==> src/rtl/seven_seg_scan_decoder_pkg.sv <==
// Shared definitions for the seven-segment receive path: active-low segment
// patterns ({g..a}), special decode codes and the frame FSM state type.
package seven_seg_scan_decoder_pkg;

    localparam logic [6:0] SEG_0     = 7'b1000000;
    localparam logic [6:0] SEG_1     = 7'b1111001;
    localparam logic [6:0] SEG_2     = 7'b0100100;
    localparam logic [6:0] SEG_3     = 7'b0110000;
    localparam logic [6:0] SEG_4     = 7'b0011001;
    localparam logic [6:0] SEG_5     = 7'b0010010;
    localparam logic [6:0] SEG_6     = 7'b0000010;
    localparam logic [6:0] SEG_7     = 7'b1111000;
    localparam logic [6:0] SEG_8     = 7'b0000000;
    localparam logic [6:0] SEG_9     = 7'b0010000;
    localparam logic [6:0] SEG_BLANK = 7'b1111111;

    localparam logic [3:0] CODE_BLANK   = 4'hE;
    localparam logic [3:0] CODE_INVALID = 4'hF;

    typedef enum logic [0:0] {
        ST_COLLECT = 1'b0,
        ST_PRESENT = 1'b1
    } state_e;

endpackage

==> src/rtl/seven_seg_scan_decoder_if.sv <==
// Frame hand-off interface: the decoder is the master driving val/value/err,
// the consumer is the slave driving rdy.
interface seven_seg_scan_decoder_if #(
    parameter int NDIGITS = 2
);
    logic                   out_val;
    logic                   out_rdy;
    logic [4*NDIGITS-1:0]   out_value;
    logic                   out_err;

    modport master (
        output out_val,
        output out_value,
        output out_err,
        input  out_rdy
    );

    modport slave (
        input  out_val,
        input  out_value,
        input  out_err,
        output out_rdy
    );
endinterface

==> src/rtl/seven_seg_pattern_decode.sv <==
// Combinational inverse of the seven-segment encoder: maps an active-low
// pattern back to its digit, blank to E, anything else to F with invalid set.
module seven_seg_pattern_decode
    import seven_seg_scan_decoder_pkg::*;
(
    input  logic [6:0] pattern,
    output logic [3:0] value,
    output logic       invalid
);

    // Full pattern lookup; unlisted patterns are the error case.
    always_comb begin
        value   = CODE_INVALID;
        invalid = 1'b1;
        case (pattern)
            SEG_0:     begin value = 4'h0;       invalid = 1'b0; end
            SEG_1:     begin value = 4'h1;       invalid = 1'b0; end
            SEG_2:     begin value = 4'h2;       invalid = 1'b0; end
            SEG_3:     begin value = 4'h3;       invalid = 1'b0; end
            SEG_4:     begin value = 4'h4;       invalid = 1'b0; end
            SEG_5:     begin value = 4'h5;       invalid = 1'b0; end
            SEG_6:     begin value = 4'h6;       invalid = 1'b0; end
            SEG_7:     begin value = 4'h7;       invalid = 1'b0; end
            SEG_8:     begin value = 4'h8;       invalid = 1'b0; end
            SEG_9:     begin value = 4'h9;       invalid = 1'b0; end
            SEG_BLANK: begin value = CODE_BLANK; invalid = 1'b0; end
            default:   begin value = CODE_INVALID; invalid = 1'b1; end
        endcase
    end

endmodule

==> src/rtl/seven_seg_scan_decoder.sv <==
// Samples a multiplexed seven-segment bus, debounces each strobed digit,
// and presents completed multi-digit frames over a val/rdy interface.
module seven_seg_scan_decoder
    import seven_seg_scan_decoder_pkg::*;
#(
    parameter int NDIGITS       = 2,
    parameter int STABLE_CYCLES = 4
) (
    input  logic                    clk,
    input  logic                    rst,
    input  logic [6:0]              seg,
    input  logic [NDIGITS-1:0]      digit_en,
    seven_seg_scan_decoder_if.master out_if
);

    localparam int CW = $clog2(STABLE_CYCLES + 1);
    localparam logic [CW-1:0]      CNT_ONE   = CW'(1);
    localparam logic [CW-1:0]      CNT_CAP   = CW'(STABLE_CYCLES - 1);
    localparam logic [CW-1:0]      CNT_MAX   = CW'(STABLE_CYCLES);
    localparam logic [NDIGITS-1:0] MASK_NONE = {NDIGITS{1'b0}};
    localparam logic [NDIGITS-1:0] MASK_FULL = {NDIGITS{1'b1}};
    localparam logic [NDIGITS-1:0] EN_ONE    = NDIGITS'(1);

    logic [6:0]           seg_q,       seg_d;
    logic [NDIGITS-1:0]   en_q,        en_d;
    logic [CW-1:0]        cnt_q,       cnt_d;
    logic [NDIGITS-1:0]   mask_q,      mask_d;
    logic [4*NDIGITS-1:0] work_q,      work_d;
    logic                 werr_q,      werr_d;
    state_e               state_q,     state_d;
    logic                 out_val_q,   out_val_d;
    logic [4*NDIGITS-1:0] out_value_q, out_value_d;
    logic                 out_err_q,   out_err_d;

    logic [3:0]           dec_value_s;
    logic                 dec_invalid_s;
    logic                 onehot_s;
    logic                 match_s;
    logic                 capture_s;
    logic [NDIGITS-1:0]   mask_next_s;
    logic [4*NDIGITS-1:0] work_next_s;
    logic                 werr_next_s;
    logic                 full_s;

    seven_seg_pattern_decode u_decode (
        .pattern (seg),
        .value   (dec_value_s),
        .invalid (dec_invalid_s)
    );

    // Debounce and capture: decide this cycle's capture and the resulting working frame.
    always_comb begin
        onehot_s    = (digit_en != MASK_NONE) &&
                      ((digit_en & (digit_en - EN_ONE)) == MASK_NONE);
        match_s     = onehot_s && (seg == seg_q) && (digit_en == en_q);
        // Capture fires only on the exact transition into STABLE_CYCLES, so a
        // saturated count never re-captures the same episode.
        capture_s   = match_s && (cnt_q == CNT_CAP);

        if (match_s) begin
            cnt_d = (cnt_q == CNT_MAX) ? CNT_MAX : (cnt_q + CNT_ONE);
        end else if (onehot_s) begin
            cnt_d = CNT_ONE;
        end else begin
            cnt_d = {CW{1'b0}};
        end
        seg_d = seg;
        en_d  = digit_en;

        work_next_s = work_q;
        for (int i = 0; i < NDIGITS; i++) begin
            if (capture_s && digit_en[i]) begin
                work_next_s[4*i +: 4] = dec_value_s;
            end else begin
                work_next_s[4*i +: 4] = work_q[4*i +: 4];
            end
        end
        mask_next_s = capture_s ? (mask_q | digit_en) : mask_q;
        werr_next_s = werr_q | (capture_s & dec_invalid_s);
        full_s      = (mask_next_s == MASK_FULL);
    end

    // Frame FSM: hand a full working frame to the output registers and clear the mask.
    always_comb begin
        state_d     = state_q;
        out_val_d   = out_val_q;
        out_value_d = out_value_q;
        out_err_d   = out_err_q;
        work_d      = work_next_s;
        mask_d      = mask_next_s;
        werr_d      = werr_next_s;
        case (state_q)
            ST_COLLECT: begin
                if (full_s) begin
                    out_value_d = work_next_s;
                    out_err_d   = werr_next_s;
                    mask_d      = MASK_NONE;
                    werr_d      = 1'b0;
                    out_val_d   = 1'b1;
                    state_d     = ST_PRESENT;
                end else begin
                    out_val_d   = 1'b0;
                    state_d     = ST_COLLECT;
                end
            end
            ST_PRESENT: begin
                // While held, collection continues; a frame already complete at
                // the handshake goes straight out without dropping out_val.
                if (out_val_q && out_if.out_rdy) begin
                    if (full_s) begin
                        out_value_d = work_next_s;
                        out_err_d   = werr_next_s;
                        mask_d      = MASK_NONE;
                        werr_d      = 1'b0;
                        out_val_d   = 1'b1;
                        state_d     = ST_PRESENT;
                    end else begin
                        out_val_d   = 1'b0;
                        state_d     = ST_COLLECT;
                    end
                end else begin
                    out_val_d = 1'b1;
                    state_d   = ST_PRESENT;
                end
            end
            default: begin
                out_val_d = 1'b0;
                mask_d    = MASK_NONE;
                werr_d    = 1'b0;
                state_d   = ST_COLLECT;
            end
        endcase
    end

    // State registers with synchronous reset.
    always_ff @(posedge clk) begin
        if (rst) begin
            seg_q       <= SEG_BLANK;
            en_q        <= MASK_NONE;
            cnt_q       <= {CW{1'b0}};
            mask_q      <= MASK_NONE;
            work_q      <= {(4*NDIGITS){1'b0}};
            werr_q      <= 1'b0;
            state_q     <= ST_COLLECT;
            out_val_q   <= 1'b0;
            out_value_q <= {(4*NDIGITS){1'b0}};
            out_err_q   <= 1'b0;
        end else begin
            seg_q       <= seg_d;
            en_q        <= en_d;
            cnt_q       <= cnt_d;
            mask_q      <= mask_d;
            work_q      <= work_d;
            werr_q      <= werr_d;
            state_q     <= state_d;
            out_val_q   <= out_val_d;
            out_value_q <= out_value_d;
            out_err_q   <= out_err_d;
        end
    end

    assign out_if.out_val   = out_val_q;
    assign out_if.out_value = out_value_q;
    assign out_if.out_err   = out_err_q;

endmodule

==> src/flat_wrapper.sv <==
// flat-port wrapper written by rule: the top's interface ports become plain ports
module seven_seg_scan_decoder_flat import seven_seg_scan_decoder_pkg::*;
#(
    parameter int NDIGITS       = 2,
    parameter int STABLE_CYCLES = 4
)
  (clk, rst, seg, digit_en, out_if_out_val, out_if_out_value, out_if_out_err, out_if_out_rdy);
  seven_seg_scan_decoder_if #(.NDIGITS(NDIGITS)) out_if_i ();
  input  logic clk;
  input  logic rst;
  input  logic [6:0] seg;
  input  logic [NDIGITS-1:0] digit_en;
  output wire logic [$bits(out_if_i.out_val)-1:0] out_if_out_val;
  output wire logic [$bits(out_if_i.out_value)-1:0] out_if_out_value;
  output wire logic [$bits(out_if_i.out_err)-1:0] out_if_out_err;
  input wire logic [$bits(out_if_i.out_rdy)-1:0] out_if_out_rdy;
  assign out_if_out_val = out_if_i.out_val;
  assign out_if_out_value = out_if_i.out_value;
  assign out_if_out_err = out_if_i.out_err;
  assign out_if_i.out_rdy = out_if_out_rdy;
  seven_seg_scan_decoder #(.NDIGITS(NDIGITS), .STABLE_CYCLES(STABLE_CYCLES)) u_core (.clk(clk), .rst(rst), .seg(seg), .digit_en(digit_en), .out_if(out_if_i));
endmodule
==> config.mk <==
export PLATFORM = sky130hd
export DESIGN_NAME = seven_seg_scan_decoder_flat
export DESIGN_NICKNAME = d
export VERILOG_FILES = /design/src/rtl/seven_seg_scan_decoder_pkg.sv /design/src/rtl/seven_seg_scan_decoder_if.sv /design/src/rtl/seven_seg_pattern_decode.sv /design/src/rtl/seven_seg_scan_decoder.sv /design/src/flat_wrapper.sv
export SDC_FILE = /design/constraint.sdc
export NUM_CORES = 1
export LEC_CHECK = 0
export ABC_AREA = 1
export BUFFER_PORTS_ARGS = -buffer_cell sky130_fd_sc_hd__buf_4
export CAP_MARGIN = 20
export CORE_ASPECT_RATIO = 2
export CORE_MARGIN = 2
export CORE_UTILIZATION = 58
export CTS_CLUSTER_SIZE = 30
export DETAILED_ROUTE_END_ITERATION = 12
export PLACE_DENSITY = 0.76
export RECOVER_POWER = 25
export SLEW_MARGIN = 10
export SYNTH_ARGS = -nofsm -noshare
export SYNTH_HDL_FRONTEND = slang
export SYNTH_HIERARCHICAL = 1
export SYNTH_SLANG_ARGS = --single-unit
==> constraint.sdc <==
create_clock -name clk -period 2.4 [get_ports clk]
set_input_delay 0.72 -clock clk [delete_from_list [all_inputs] [get_ports clk]]
set_output_delay 0.72 -clock clk [all_outputs]
set_load 0.005 [all_outputs]
==> flow_summary_export.csv <==
group,metric,value,unit
min_path,hold_path_class,"reg2reg",
floorplanning,ios,22,
routing,vias_per_cell,4.95,
cells_and_area,layout-drive-gt1-share,0.180,
worst_setup_path,reg2reg_from,"u_core/seg_q[6]",
global_route,antenna_found_initial,0,
clock_tree,clockBufferDepth,2,
sta,finalSetupTns,0,ns
clock_tree,numCtsBuffers,5,
sta,fmax,482,MHz
sta,rsz0062_at_grt,"no",
clock_tree,cts-root-buf,"clkbuf_8",
synthesis,synth_most_common_cell,"nand2_1",
sta,worst_slew_pin_slew,0.552,ns
global_route,grt_overflow,0,
synthesis,yosysUniqueCellTypes,26,
worst_setup_path,critical_path.endpoint_type,"flip-flop",
sta,period_needed,2.07,ns
synthesis,yosys.area.top_type,"dfxtp_1",
synthesis,async_reset_ff_frac,0,
status,status,"finished, final reports clean",
placement,post-dp-hpwl,3160,um
clock_tree,cts_tree,"done",
synthesis,ys_warn_count,6,
routing,antenna_left,0,
worst_setup_path,worstPathRequired,2.58,ns
worst_setup_path,timing.critical_path.from_type,"input port",
clock_tree,clk_latency,0.28,ns
clock_tree,cts.sinks,33,
sta,finalMaxSlewViolations,0,
power,total_power,1.10,mW
floorplanning,dieArea,3830,um2
run,cap_viol_max_count,0,
synthesis,syn_inst,297,
synthesis,synth_commonest_cells,"nand2_1 (86), inv_1 (69), dfxtp_1 (33)",
synthesis,synth-seq-area-share,0.343,
sta,hold_viol_final,0,
floorplanning,die_h,85.5,um
global_route,grt_pass1_vias,1672,
synthesis,syn-num-nets,312,
synthesis,ys_ff_latch,33,
routing,via_count,1748,
routing,drtIter0Drc,36,
cells_and_area,fillers,298,
synthesis,synthFlopType,"dfxtp_1",
clock_tree,cts_max_level,2,
cells_and_area,num_antenna_cells,0,
worst_setup_path,rr_worst_depth,13,
synthesis,synth_edf_count,0,
synthesis,syn-cell-area,1930,um2
placement,io_buffers,21,
sta,post-route-period-util,0.864,
floorplanning,die_w,44.8,um
worst_setup_path,crit_arrival,2.26,ns
sta,setup_viol,0,
synthesis,postSynthAreaPerCell,6.49,um2
sta,fin_skew,0.00449,ns
worst_setup_path,crit_path_max_fanout,9,
power,power_density,505,nW/um2
worst_setup_path,critPathKind,"in2reg",
global_route,grt_util_all_layers,0.234,
routing,wl,3970,um
routing,drtPass1Iterations,4,
routing,wl_per_cell,11.2,um
sta,max_slew_margin,0.632,
floorplanning,core_area,3160,um2
floorplanning,start_util,0.611,
min_path,hold_depth,4,
power,leakage,1.30,nW
global_route,grt_first_pass_wirelength,6620,um
placement,globalplace.congestion,0.840,
power,ir_drop,0.000485,V
global_route,grt_max_degree,14,
clock_tree,cts_resized,0,
worst_setup_path,crit_path_start,"seg[5]",
synthesis,synthDominantCellAreaShare,0.343,
clock_tree,clk_pin_slew_worst_paths,0.07,ns
clock_tree,postCtsHoldBufs,0,
cells_and_area,syn2layout_area_growth,13.0,%
synthesis,synth_area_leaders,"dfxtp_1 (34%), nand2_1 (17%), inv_1 (13%), nor2_1 (4.3%), nand3_1 (4.2%)",
routing,drc,0,
cells_and_area,layout.nets,337,
floorplanning,rows,29,
clock_tree,cts_setup_buffers,0,
min_path,hp-start,"u_core/out_if.out_value[6]",
[per-layer routing]
metal	part of all wire	up-vias	GRT usage
met5	0	-	0
met4	0.039	0	0.131
met3	0.036	12	0.0484
met2	0.57	39	0.455
met1	0.35	771	0.200
li1	-	926	-
[power breakdown]
group | total (mW) | switching, mW | internal (mW)
Combinational | 0.120 | 0.0787 | 0.0412
Clock | 0.416 | 0.189 | 0.227
Sequential | 0.563 | 0.00599 | 0.557
Total | 1.10 | 0.273 | 0.826
[cells in the final DEF, fill, tap and decap left out]
cell type,count
nand2_4,2
and2_4,1
clkbuf_8,6
inv_1,71
a21oi_1,5
nor2_4,2
dfxtp_1,33
nand2_2,9
o211a_1,1
ha_1,3
o21ai_0,5
nor2_1,22
or2_2,1
nand3_2,4
nand4_4,2
nor2_2,8
clkbuf_1,4
buf_4,21
clkbuf_4,1
nand4_1,10
nand2_1,86
xnor2_1,3
o21ai_1,2
nand3_1,16
inv_2,1
nor3_1,3
[per-stage QoR]
step                worst slack, ns  hold slack [ns]  instances  utilization  area (um2)
global placement              0.189            0.507        346        0.666        2100
global route                  0.158            0.569        353        0.690        2180
finish                        0.326            0.524        353        0.690        2180
detailed placement            0.155            0.513        346        0.666        2100
CTS                           0.436            0.527        353        0.694        2190
floorplan                     0.402            0.483        297            -        1930
[layout make-up]
cell class | count | area [um2] | area share
clock buffer | 7 | 86.3 | 0.0396
inverter | 72 | 270 | 0.124
multi-input combinational | 185 | 946 | 0.434
sequential | 33 | 661 | 0.303
tap | 31 | 38.8 | 0.0178
timing repair buffer | 25 | 176 | 0.0810
[worst max-delay path, cell delays in order]
cell	delay, ns
clkbuf_1	0.30
xnor2_1	0.18
nand2_1	0.08
nor2_2	0.24
nand4_4	0.19
nand2_4	0.11
nand3_2	0.09
nand2_2	0.16
nand2_1	0.08
nand2_1	0.07
inv_1	0.04
[kinds of logic after synthesis]
| family | after synthesis | synth area share |
|---|---|---|
| XOR/XNOR | 3 | 0.0136 |
| AO/OA/AOI/OAI | 13 | 0.0363 |
| buffers and inverters | 79 | 0.167 |
| adder cells (fa/ha/maj) | 3 | 0.0195 |
| AND/OR/NAND/NOR | 166 | 0.421 |
| flip-flops | 33 | 0.343 |
[final timing paths]
kind	to	slack, ns
worst min-delay path	u_core/out_if.out_value[6]	0.52
worst min register to register	u_core/out_if.out_value[6]	0.52
worst max-delay path	u_core/out_if.out_value[1]	0.33
worst max register to register	u_core/out_if.out_value[1]	0.70
[sequential cells by signal, summed over array words and instances (netlist names)]
name / count
u_core/cnt_q: 3
u_core/en_q: 2
u_core/mask_q: 2
u_core/out_if.out_err: 1
u_core/out_if.out_val: 1
u_core/out_if.out_value: 8
u_core/seg_q: 7
u_core/werr_q: 1
u_core/work_q: 8
No activity file was read; power rests on OpenSTA's default activity.
